## src/rtl/posit_decoder.sv

```systemverilog
// posit_decoder: multi-cycle field extractor for posit<32,3> words.
//
// A decode runs IDLE -> LOAD -> DECODE -> DONE. The word is latched on the
// start edge. LOAD takes the sign and the special cases and forms the
// magnitude. DECODE splits the magnitude into regime, exponent and fraction.
// DONE presents the result until the consumer acknowledges it.
//
// Ports:
//   clk       in   rising-edge clock
//   rst       in   asynchronous active-high reset
//   posit_num in   [31:0] posit word, sampled on the start edge in IDLE
//   start     in   decode request, honoured only in IDLE
//   received  in   consumer acknowledge, releases DONE
//   sign      out  posit sign bit
//   done      out  result valid, held until acknowledged
//   ZERO      out  input was 0x00000000
//   NAR       out  input was 0x80000000
//   k         out  [5:0] regime value, two's complement
//   exp_value out  [2:0] exponent field
//   mantissa  out  [31:0] hidden 1 at bit 31, fraction left-aligned below it
module posit_decoder (
  input  logic        clk,
  input  logic        rst,
  input  logic [31:0] posit_num,
  input  logic        start,
  input  logic        received,
  output logic        sign,
  output logic        done,
  output logic        ZERO,
  output logic        NAR,
  output logic [5:0]  k,
  output logic [2:0]  exp_value,
  output logic [31:0] mantissa
);

  typedef enum logic [1:0] {
    IDLE   = 2'd0,
    LOAD   = 2'd1,
    DECODE = 2'd2,
    DONE   = 2'd3
  } state_t;

  state_t      state_q, state_d;
  logic [31:0] word_q, word_d;
  logic [30:0] work_q, work_d;
  logic        sign_q, sign_d;
  logic        zero_q, zero_d;
  logic        nar_q, nar_d;
  logic [5:0]  k_q, k_d;
  logic [2:0]  exp_q, exp_d;
  logic [31:0] mant_q, mant_d;
  logic        done_q, done_d;

  // Length of the run of bits equal to bit 30, scanning downward. Stops at
  // the first opposite bit; an unbroken run covers all 31 bits.
  function automatic logic [5:0] run_len(input logic [30:0] w);
    logic [5:0] m;
    logic       stop;
    m    = 6'd0;
    stop = 1'b0;
    for (int i = 30; i >= 0; i--) begin
      if (!stop && (w[i] == w[30])) begin
        m = m + 6'd1;
      end else begin
        stop = 1'b1;
      end
    end
    return m;
  endfunction

  logic [5:0]  run_m;
  logic [33:0] tail;

  always_comb begin
    state_d = state_q;
    word_d  = word_q;
    work_d  = work_q;
    sign_d  = sign_q;
    zero_d  = zero_q;
    nar_d   = nar_q;
    k_d     = k_q;
    exp_d   = exp_q;
    mant_d  = mant_q;
    run_m   = 6'd0;
    tail    = 34'd0;

    case (state_q)
      IDLE: begin
        if (start) begin
          word_d  = posit_num;
          state_d = LOAD;
        end
      end

      LOAD: begin
        sign_d  = word_q[31];
        zero_d  = (word_q == 32'h0000_0000);
        nar_d   = (word_q == 32'h8000_0000);
        // Only bits 30:0 of the magnitude matter; the low 31 bits of a
        // two's complement negation equal the negation of the low 31 bits.
        work_d  = word_q[31] ? (~word_q[30:0] + 31'd1) : word_q[30:0];
        state_d = DECODE;
      end

      DECODE: begin
        run_m = run_len(work_q);
        // Shift the run and its terminator out of the top; the three zero
        // pad bits make exhausted exponent positions read as 0.
        tail  = {work_q, 3'b000} << (run_m + 6'd1);
        if (zero_q || nar_q) begin
          k_d    = 6'd0;
          exp_d  = 3'd0;
          mant_d = 32'd0;
        end else begin
          k_d    = work_q[30] ? (run_m - 6'd1) : (6'd0 - run_m);
          exp_d  = tail[33:31];
          mant_d = {1'b1, tail[30:0]};
        end
        state_d = DONE;
      end

      DONE: begin
        if (received) begin
          state_d = IDLE;
        end
      end

      default: state_d = IDLE;
    endcase

    // done rises on the first edge spent in DONE and drops on the edge that
    // sees an acknowledge while it is already showing.
    done_d = (state_q == DONE) && !(done_q && received);
  end

  always_ff @(posedge clk or posedge rst) begin
    if (rst) begin
      state_q <= IDLE;
      word_q  <= 32'd0;
      work_q  <= 31'd0;
      sign_q  <= 1'b0;
      zero_q  <= 1'b0;
      nar_q   <= 1'b0;
      k_q     <= 6'd0;
      exp_q   <= 3'd0;
      mant_q  <= 32'd0;
      done_q  <= 1'b0;
    end else begin
      state_q <= state_d;
      word_q  <= word_d;
      work_q  <= work_d;
      sign_q  <= sign_d;
      zero_q  <= zero_d;
      nar_q   <= nar_d;
      k_q     <= k_d;
      exp_q   <= exp_d;
      mant_q  <= mant_d;
      done_q  <= done_d;
    end
  end

  assign sign      = sign_q;
  assign done      = done_q;
  assign ZERO      = zero_q;
  assign NAR       = nar_q;
  assign k         = k_q;
  assign exp_value = exp_q;
  assign mantissa  = mant_q;

endmodule

```

## config.mk

```make
export PLATFORM = sky130hd
export DESIGN_NAME = posit_decoder
export DESIGN_NICKNAME = d
export VERILOG_FILES = /design/src/rtl/posit_decoder.sv
export SDC_FILE = /design/constraint.sdc
export NUM_CORES = 1
export LEC_CHECK = 0
export BUFFER_PORTS_ARGS = -buffer_cell sky130_fd_sc_hd__clkbuf_2
export CORE_MARGIN = 3
export CORE_UTILIZATION = 32
export DETAILED_ROUTE_END_ITERATION = 8
export PLACE_DENSITY_LB_ADDON = 0.08
export SLEW_MARGIN = 20
export SYNTH_ARGS = -nofsm -noshare
export SYNTH_HDL_FRONTEND = slang
export SYNTH_SLANG_ARGS = --single-unit
```

## constraint.sdc

```tcl
create_clock -name clk -period 34.1 [get_ports clk]
set_clock_uncertainty 0.2 [all_clocks]
set_input_delay 3.41 -clock clk [delete_from_list [all_inputs] [get_ports clk]]
set_output_delay 3.41 -clock clk [all_outputs]
set_load 0.1 [all_outputs]
```

Word level (Yosys, flattened, before mapping) --
Cells that the tools add are included.
Word-level totals: output and inout bits 45, logic and storage cells 278, bits of input ports 36, register bits after elaboration 110
Cells by class: equality and inequality tests 36, shift operators 1, bitwise operators 1, reduce and logical (&&, ||, !) cells 68, multiplexer cells 128, $add $sub $neg 34
Operators by type and width (number):
- two-way mux 6 bit | 63
- adder 6 x 1 -> 6 bit (second input constant) | 31
- two-way mux 1 bit | 59
- left shift 34 x 6 -> 34 bit | 1
- == test 32 bit (second input constant) | 1
- logical AND 1 bit | 32
- logical NOT 32 bit | 1
- two-way mux 32 bit | 1
- adder 31 x 1 -> 31 bit (second input constant) | 1
- logical NOT 1 bit | 31
- two-way mux 31 bit | 1
- NOT 31 bit | 1
- == test 1 bit | 30
- one-hot mux 2 bit (4 select lines) | 1
- subtractor 1 x 6 -> 6 bit (first input constant) | 1
- subtractor 6 x 1 -> 6 bit (second input constant) | 1
- == test 2 bit (second input constant) | 2
- two-way mux 2 bit | 2
- inequality test 2 bit (second input constant) | 2
- AND reduction 2 bit | 2
- two-way mux 3 bit | 1
- == test 2 x 1 -> 1 bit (second input constant) | 1
- logical NOT 2 bit | 1
- logical OR 1 bit | 1

Longest topological paths before layout --
Gate-level depths: netlist (run 1).
depth after elaboration 125, gate-level depth with buffers 80

Worst setup path after synthesis (run 1) --
Ideal clock, no wire load.
path type register to register, from register work_q[27], to register mant_q[27] (netlist: mantissa[27]), data arrival time 14.052 ns, path buffers 3, required time 33.799 ns, period minus slack after synthesis 14.352 ns, stages on the path, launching flop included 75, setup slack 19.748 ns, cells stage by stage dfrtp_1 -> clkbuf_1 -> or2_2 -> a21oi_1 -> inv_1 -> ha_1 -> nand2_1 -> nand2_1 -> ha_1 -> a2bb2oi_1 -> ha_1 -> mux2_2 -> ha_1 -> o31ai_1 -> mux4_2 -> o21ai_0 -> o21ai_0 -> mux2i_1 -> [... 39 more ...] -> a21oi_1 -> ha_1 -> o221ai_1 -> o21ai_0 -> o21ai_0 -> o21bai_1 -> ha_1 -> a32o_1 -> a21oi_1 -> inv_1 -> ha_1 -> clkbuf_1 -> clkbuf_1 -> mux2i_1 -> mux2i_1 -> o21ai_0 -> mux2i_1 -> o32ai_1
On the way: word-level cells in the longest chain between the ends 115
Ends and longest elaborated chain:
- start, declared | line 45 | logic [30:0] work_q, work_d;
- start signal, assigned | line 151 | work_q <= work_d;
- parallel branches: the longest is 113 deep, another holds adder 6 x 1 -> 6 bit
- left shift 34 x 6 -> 34 bit * | line 109 | tail = {work_q, 3'b000} << (run_m + 6'd1);
- two-way mux 32 bit * | line 110 | if (zero_q || nar_q) begin
- end signal, assigned | line 157 | mant_q <= mant_d;
- end, declared | line 51 | logic [31:0] mant_q, mant_d;
Every way passes the cells marked *. The select of a mux whose other input is x is not followed. A chain may end at the register's enable or synchronous reset.

Final worst setup path (run 1) --
from register work_q[30], to register mant_q[22] (netlist: mantissa[22])
On the way: word-level cells in the longest chain between the ends 123
Ends and longest elaborated chain (line):
- parallel branches: the longest is 121 deep, another holds adder 6 x 1 -> 6 bit
- left shift 34 x 6 -> 34 bit * | 109
- two-way mux 32 bit * | 110
Marked as above.

==> flow_metrics.py, run 1 <==
metrics = {
    "die": {
        "placementRows": 66,
        "core_area_um2": 32950,
        "io_pins": 81,
        "die_y_um": 190.0,
        "start_util_pct": 32.87,
        "die_area_um2": 36090,
        "die_w_um": 190.0,
    },
    "layout": {
        "nets": 1427,
        "layout-drive-gt1-share_pct": 14.24,
        "final_common_cell": "nand2_1",
        "area_delta_synth_final_pct": 9.888,
        "mostFrequentLayoutCells": "137 x nand2_1, 118 x nor2_1, 106 x dfrtp_1",
        "antenna-diode-count": 0,
        "design_area_um2": 11900,
    },
    "routing": {
        "vias": 9598,
        "drcViolationCount": 0,
        "via_per_inst": 5.320,
        "ant_nets": 0,
        "post_drt_wl_per_cell_um": 17.30,
        "firstDrtPassIters": 5,
        "drtIter0Drc": 441,
        "wirelength_um": 31220,
    },
    "run_status": {
        "status": "finished, final reports clean",
    },
    "place": {
        "pre_cts_ws_ns": 17.64,
        "place_area_um2": 11540,
        "portBuffers": 77,
        "gp_congestion": 0.8289,
        "dp.final_hpwl_um": 23740,
    },
    "timing": {
        "hold_viol": 0,
        "period_share_pct": 47.81,
        "maxSlewViolCount": 0,
        "fin_ws_ns": 17.80,
        "slew_headroom_pct": 28.20,
        "setup_viol": 0,
        "tns_ns": 0,
        "worstMarginPinSlew_ns": 1.069,
        "grt_setup_unrepaired": "no",
        "period_needed_ns": 16.30,
        "max_freq_ghz": 0.06134,
    },
    "synth": {
        "yosysWarnings": 0,
        "synthFlopType": "dfrtp_1",
        "synth_edf_count": 0,
        "ys_seq_area_share_pct": 24.72,
        "yosys_register_bits": 107,
        "syn_area_um2": 10830,
        "synth_cells": 1337,
        "avgSynthCellArea_um2": 8.101,
        "synth_cell_types": 85,
        "async_flop_share_pct": 100.0,
    },
    "worst_setup_path": {
        "cp-end-kind": "flop",
        "critical_path_class": "flop to flop",
        "crit_arrival_ns": 16.32,
        "crit_path_max_incr_delay_ns": 0.70,
        "cp.required_ns": 34.12,
        "worst_path_max_delay_cell": "buf_4",
        "crit_top_cell": "ha_1",
        "start_kind": "flop",
        "path_max_fanout": 88,
    },
    "hold_path": {
        "hold_class": "flop to flop",
    },
    "cts": {
        "cts_setup_buffers": 0,
        "cts_sinks": 107,
        "cts_resized": 0,
        "cts_buffers": 9,
        "cts_buffer_depth": 2,
        "clkTransAtPathRegs_ns": 0.07,
        "clock_latency_ns": 0.36,
        "hold_buffers": 0,
        "cts_root_buf": "clkbuf_16",
        "cts_tree": "built",
        "h-tree-depth": 3,
    },
    "job": {
        "drv_cap": 0,
    },
    "global_routing": {
        "grt_first_pass_wirelength_um": 51680,
        "grt_max_degree": 89,
        "antenna_found_initial": 0,
        "grt_pass1_vias": 9473,
        "grt-ovfl-total": 0,
        "grtUsageTotal_pct": 17.50,
    },
}
==> routing by layer <==
layer	up-vias	global-route usage, %	wire [µm]
li1	4859	-	-
met1	4570	25.87	16120
met2	144	27.29	13850
met3	25	2.230	816
met4	0	3.668	427
met5	-	0	0
==> critical path, delay by kind of cell (launching register included) <==
family	cells	cell delay, ns
AOI/OAI and AO/OA	33	6.02
xor gates and xnor gates	1	0.41
adders and majority gates	15	4.75
buffers and inverters	5	1.16
DFF	1	0.34
muxes	7	1.89
and+or+nand+nor	14	1.33
==> cells by family after synthesis <==
group,Yosys count,share of synthesized area (%)
AOI/OAI and AO/OA,314,19.27
xor gates and xnor gates,114,11.00
adders and majority gates,35,4.020
buffers and inverters,164,6.307
DFF,107,24.72
muxes,152,14.75
other,1,0.03462
and+or+nand+nor,450,19.90
==> through the flow <==
step,hold WS (ns),cells,util (%)
floorplan,0.3122,1339,-
detailed placement,0.2363,1787,35.01
global route,0.2594,1804,36.12
finish,0.2502,1804,36.12
global placement,0.2348,1787,35.01
CTS,0.2493,1803,35.97
==> path summary, 6_finish.rpt <==
| kind | start | endpoint | slack, ns | cells after the start |
|---|---|---|---|---|
| max | work_q[30] | mantissa[22] | 17.80 | 75 |
| min | done | done | 0.25 | 1 |
| max reg2reg | work_q[30] | mantissa[22] | 17.80 | 75 |
| min reg2reg | done | done | 0.25 | 1 |
| max in group asynchronous | rst | work_q[30] | 29.49 | 3 |
| min in group asynchronous | rst | mantissa[10] | 2.87 | 2 |
==> cell type report <==
type | instances | area (µm²)
multi-input cells | 1068 | 7541
flip-flops and latches | 107 | 2679
repair buffers | 91 | 510.5
clock buffers | 10 | 229.0
well taps | 442 | 553.0
fillers | 3499 | 21050
clock inverters | 6 | 87.58
inverters | 80 | 302.8
==> Yosys cell counts, types with 5 or more instances <==
library cell	instances	area share, %
a21oi_1	92	4.3
and2_1	14	0.81
nand2_1	137	4.7
mux2i_1	102	9.4
or2_2	9	0.52
buf_4	8	0.55
a21o_1	5	0.35
ha_1	34	3.9
a22oi_1	7	0.49
or3_1	16	0.92
a31oi_1	5	0.29
a21boi_0	5	0.35
nand2b_1	13	0.75
o211ai_1	10	0.69
nand4_1	10	0.58
o221ai_1	5	0.40
inv_1	77	2.7
o22ai_1	14	0.81
clkbuf_1	55	1.9
nor4_1	14	0.81
nor2b_1	6	0.35
o21a_1	7	0.49
nor3_1	29	1.3
xor2_1	58	4.7
and3_1	14	0.81
xnor2_1	41	3.3
o32ai_1	31	2.5
buf_1	6	0.21
nor2_1	118	4.1
xnor3_1	5	1.0
nor3b_1	6	0.42
a221oi_1	6	0.49
o31ai_1	14	0.97
buf_2	12	0.55
dfrtp_1	107	25
a211oi_1	13	0.90
o41ai_1	6	0.49
o21ai_0	63	2.9
mux2_2	46	4.8
nand3_1	40	1.8
==> registers in the layout, indices dropped and copies added, names as in the netlist <==
signal / cells
NAR: 1
state_q: 2
mantissa: 29
k: 6
word_q: 32
ZERO: 1
done: 1
work_q: 31
sign: 1
exp_value: 3
Power of run 1 is not shown: default switching activity piles up to over one toggle a cycle in this logic, so the estimate is an artifact.
==> inputs of run 2 (changes only) <==
- ABC_AREA: unset -> 1
- clock period: 34.1 -> 15.6 ns (I/O delays scaled with it)
==> run 2 against run 1 <==
Maximum frequency grew 18%. Critical path depth grew 3. Cell area shrank 6.8%. Wire length shrank 12%. Critical endpoint is now exp_value[2]. Register-to-register slack lost 16 ns. Critical path type unchanged.
==> flow_metrics.py, run 2 <==
metrics = {
    "routing": {
        "post_drt_wl_per_cell_um": 13.22,
        "vias": 9647,
        "drtIter0Drc": 563,
        "wirelength_um": 27360,
        "firstDrtPassIters": 5,
        "drcViolationCount": 0,
        "via_per_inst": 4.663,
        "ant_nets": 0,
    },
    "worst_setup_path": {
        "path_max_fanout": 25,
        "rr_startpoint": "work_q[30]",
        "cp.required_ns": 15.70,
        "cp-end-kind": "flop",
        "crit_path_max_incr_delay_ns": 0.88,
        "worst_path_max_delay_cell": "ha_1",
        "start_kind": "flop",
        "crit_start": "work_q[30]",
        "critical_path_class": "flop to flop",
        "crit_top_cell": "nand2_1",
        "rr_worst_depth": 78,
        "crit_arrival_ns": 13.97,
    },
    "synth": {
        "synth_top_cell_by_area": "dfrtp_1",
        "synth_top_area_share_pct": 26.46,
        "synth_cell_types": 49,
        "syn_area_um2": 10120,
        "yosys_register_bits": 107,
        "avgSynthCellArea_um2": 6.215,
        "synth.area.top_cells": "dfrtp_1 26%, nand2_1 20%, inv_1 7.7%, nand3_1 7.5%, o21ai_0 5.5%",
        "synth_cells": 1628,
        "synth_edf_count": 0,
        "yosysMostFrequentCell": "nand2_1",
        "async_flop_share_pct": 100.0,
        "ys_seq_area_share_pct": 26.46,
        "synthTopCellsByCount": "549 x nand2_1, 208 x inv_1, 151 x nand3_1, 117 x nor2_1, 112 x o21ai_0",
        "yosysWarnings": 0,
        "synthFlopType": "dfrtp_1",
    },
    "timing": {
        "period_needed_ns": 13.87,
        "setup_viol": 0,
        "worstMarginPinSlew_ns": 0.9209,
        "tns_ns": 0,
        "grt_setup_unrepaired": "no",
        "hold_viol": 0,
        "period_share_pct": 88.89,
        "maxSlewViolCount": 0,
        "slew_headroom_pct": 38.60,
        "max_freq_ghz": 0.07212,
    },
    "die": {
        "placementRows": 64,
        "core_area_um2": 30910,
        "die_y_um": 183.8,
        "start_util_pct": 32.74,
        "die_area_um2": 33790,
        "io_pins": 81,
        "die_w_um": 183.8,
    },
    "layout": {
        "regMostFlops": "word_q",
        "nets": 1739,
        "fin_cells": 2069,
        "mostFrequentLayoutCells": "548 x nand2_1, 206 x inv_1, 151 x nand3_1",
        "final_common_cell": "nand2_1",
        "layout-drive-gt1-share_pct": 14.52,
        "area_delta_synth_final_pct": 9.621,
        "largest_reg_flops": 32,
        "antenna-diode-count": 0,
    },
    "hold_path": {
        "hold_class": "flop to flop",
        "hold_path_startpoint": "done",
        "hold_depth": 1,
    },
    "job": {
        "drv_cap": 0,
    },
    "cts": {
        "clock_latency_ns": 0.36,
        "cts_tree": "built",
        "cts_setup_buffers": 0,
        "cts_buffer_depth": 2,
        "hold_buffers": 0,
        "clkTransAtPathRegs_ns": 0.07,
        "cts_sinks": 107,
        "cts_resized": 0,
        "h-tree-depth": 3,
        "cts_buffers": 9,
        "cts_root_buf": "clkbuf_16",
    },
    "global_routing": {
        "grt_max_degree": 73,
        "grt-ovfl-total": 0,
        "grtUsageTotal_pct": 16.53,
        "grt_first_pass_wirelength_um": 46110,
        "antenna_found_initial": 0,
        "grt_pass1_vias": 9301,
    },
    "place": {
        "gp_congestion": 0.8574,
        "dp.final_hpwl_um": 21510,
        "placed_cells": 2053,
        "portBuffers": 77,
    },
    "run_status": {
        "status": "finished, final reports clean",
    },
}
-- run 2: metrics by stage --
| step | instance area, µm² | hold slack [ns] | util (%) | setup WS (ns) |
|---|---|---|---|---|
| 6_report | 11090 | 0.2439 | 35.88 | 1.734 |
| 5_1_grt | 11090 | 0.2736 | 35.88 | 0.04688 |
| 4_1_cts | 11080 | 0.2496 | 35.84 | 1.638 |
| 3_5_place_dp | 10750 | 0.2393 | 34.77 | 1.697 |
| 3_3_place_gp | 10750 | 0.2463 | 34.77 | 2.104 |
| 2_1_floorplan | 10130 | 0.2728 | - | 4.167 |
-- run 2: path summary, 6_finish.rpt --
kind | end | slack (ns)
max | exp_value[2] | 1.73
min | done | 0.24
max reg2reg | exp_value[2] | 1.73
min reg2reg | done | 0.24
max in group asynchronous | work_q[23] | 12.90
min in group asynchronous | state_q[0] | 1.00
-- run 2: layer usage --
layer	global-route usage (%)	up-vias	wire length, µm
met4	3.961	0	360
met1	24.28	4338	14670
met3	1.583	20	536
met2	26.25	107	11790
li1	-	5182	-
met5	0	-	0
-- run 2: area by class of cell --
class / instances / area (µm²)
fill: 3468 / 19820
timing repair inverter: 1 / 7.507
sequential: 107 / 2678
tap: 396 / 495.5
inverter: 239 / 904.6
clock inverter: 4 / 98.84
multi-input combinational: 1228 / 6245
timing repair buffer: 83 / 430.4
clock buffer: 11 / 232.7
-- run 2: cells by family (layout without fill, tap and decap cells) --
family	Yosys count	count (layout)	synth area share [%]
compound gates	171	171	8.965
xor+xnor	46	46	3.982
fa+ha+maj	34	34	4.204
buf+inv	295	338	11.92
flops	107	107	26.46
mux	16	16	1.781
other cells	1	3	0.03706
simple gates	958	958	42.65
-- run 2: worst max-delay path: cells and delay by family (launching register included) --
kind / cells / cell delay (ns)
compound gates: 12 / 2.00
fa+ha+maj: 16 / 5.15
buf+inv: 11 / 1.31
flops: 1 / 0.63
simple gates: 39 / 4.51
Power of run 2 is left out for the same reason.
==> inputs of run 3 (changes only) <==
- CAP_MARGIN: unset -> 40
- CTS_BUF_LIST: unset -> sky130_fd_sc_hd__clkbuf_16
==> run 3 against run 2 <==
Worst hold slack improved by 0.012 ns. Maximum frequency is 1.5% higher. Final cell count up 0.14%. Via count about the same. Die area unchanged. First-iteration DRC count rose by 13%. Critical endpoint is now mantissa[18]. Highest routed layer unchanged.
==> flow_metrics.py, run 3 (synthesis results as in run 2) <==
metrics = {
    "cts": {
        "cts_root_buf": "clkbuf_16",
        "clock_latency_ns": 0.35,
        "hold_buffers": 0,
        "h-tree-depth": 3,
        "cts_resized": 0,
        "clkTransAtPathRegs_ns": 0.07,
        "cts_buffers": 9,
        "cts_sinks": 107,
        "cts_tree": "built",
        "cts_setup_buffers": 0,
        "cts_buffer_depth": 2,
    },
    "job": {
        "drv_cap": 0,
    },
    "die": {
        "die_w_um": 183.8,
        "die_y_um": 183.8,
        "die_area_um2": 33790,
        "core_area_um2": 30910,
        "io_pins": 81,
        "start_util_pct": 32.74,
        "placementRows": 64,
    },
    "layout": {
        "nets": 1741,
        "largest_reg_flops": 32,
        "final_common_cell": "nand2_1",
        "regMostFlops": "word_q",
        "seqCellArea_um2": 2678,
        "area_delta_synth_final_pct": 9.522,
        "multi_input_area_um2": 6242,
        "design_area_um2": 11080,
        "num-fill-cells": 3450,
        "mostFrequentLayoutCells": "549 x nand2_1, 209 x inv_1, 151 x nand3_1",
        "antenna-diode-count": 0,
        "fin_cells": 2072,
        "layout-drive-gt1-share_pct": 14.50,
    },
    "hold_path": {
        "hold_class": "flop to flop",
        "hold_path_startpoint": "done",
        "hold_end": "done",
        "hold_depth": 1,
    },
    "timing": {
        "maxSlewViolCount": 0,
        "slew_headroom_pct": 50.65,
        "tns_ns": 0,
        "hold_viol": 0,
        "period_needed_ns": 13.66,
        "period_share_pct": 87.58,
        "max_freq_ghz": 0.07319,
        "setup_viol": 0,
        "worstMarginPinSlew_ns": 0.7376,
        "grt_setup_unrepaired": "no",
    },
    "routing": {
        "ant_nets": 0,
        "firstDrtPassIters": 5,
        "post_drt_wl_per_cell_um": 13.18,
        "drtIter0Drc": 637,
        "drcViolationCount": 0,
        "wirelength_um": 27300,
        "vias": 9649,
        "via_per_inst": 4.657,
    },
    "run_status": {
        "status": "finished, final reports clean",
    },
    "worst_setup_path": {
        "start_kind": "flop",
        "rr_startpoint": "work_q[30]",
        "critical_path_class": "flop to flop",
        "crit_arrival_ns": 13.75,
        "rrSetupSlack_ns": 1.94,
        "rr_worst_depth": 79,
        "crit_path_max_incr_delay_ns": 0.74,
        "cp-end-kind": "flop",
        "path_max_fanout": 24,
        "crit_top_cell": "nand2_1",
        "reg2reg_to": "mantissa[18]",
        "worst_path_max_delay_cell": "ha_1",
        "cp.required_ns": 15.69,
    },
    "global_routing": {
        "grtUsageTotal_pct": 16.59,
        "grt-ovfl-total": 0,
        "grt_pass1_vias": 9345,
        "grt_max_degree": 59,
        "grt_first_pass_wirelength_um": 46460,
        "antenna_found_initial": 0,
    },
    "place": {
        "gp_congestion": 0.8574,
        "placed_cells": 2056,
        "place_area_um2": 10800,
        "dp.final_hpwl_um": 21670,
        "portBuffers": 77,
    },
}
[run 3: cell types whose count changed in the layout (fill, tap and decap cells not counted), sizes merged]
| cell | previous run | this run |
|---|---|---|
| buf | 6 | 9 |
| inv | 235 | 238 |
| bufinv | 3 | 1 |
| clkbuf | 88 | 86 |
| clkinvlp | 2 | 0 |
| clkinv | 4 | 7 |
[run 3: through the flow]
step / hold slack [ns] / util [%] / setup WS [ns]
6_report: 0.2561 / 35.85 / 1.937
5_1_grt: 0.2902 / 35.85 / 0.1762
4_1_cts: 0.2574 / 35.85 / 1.907
3_5_place_dp: 0.2385 / 34.93 / 1.938
3_3_place_gp: 0.2463 / 34.77 / 2.104
2_1_floorplan: 0.2728 / - / 4.167
[run 3: layer usage]
metal | vias to the layer above | GRT usage (%) | share of wire, %
li1 | 5193 | - | -
met1 | 4308 | 24.48 | 53
met2 | 128 | 26.10 | 43
met3 | 20 | 1.860 | 2.5
met4 | 0 | 3.780 | 1.3
met5 | - | 0 | 0
[run 3: how the worst max path moves through the flow]
| stage | from | endpoint | slack, ns | depth (start not counted) |
|---|---|---|---|---|
| after floorplan | work_q[30] | mantissa[18] | 4.17 | 81 |
| after global placement | work_q[30] | exp_value[2] | 2.10 | 78 |
| after detailed placement | work_q[30] | mantissa[18] | 1.94 | 79 |
| after CTS | work_q[30] | mantissa[18] | 1.91 | 79 |
| after global routing | work_q[30] | mantissa[30] | 0.18 | 79 |
| final | work_q[30] | mantissa[18] | 1.94 | 79 |
[run 3: critical path, delay by kind of cell (launching register included)]
kind / cells / cell delay (ns)
fa+ha+maj: 16 / 5.02
compound gates: 13 / 2.04
flops: 1 / 0.64
simple gates: 38 / 4.24
buf+inv: 12 / 1.41
[run 3: layout make-up]
cell class / count / area share, %
multi-input cells: 1228 / 56.33
clock inverters: 7 / 0.5419
clock buffers: 9 / 2.032
well taps: 396 / 4.471
inverters: 239 / 8.129
flip-flops and latches: 107 / 24.16
repair buffers: 86 / 4.336
Power of run 3 is left out for the same reason.
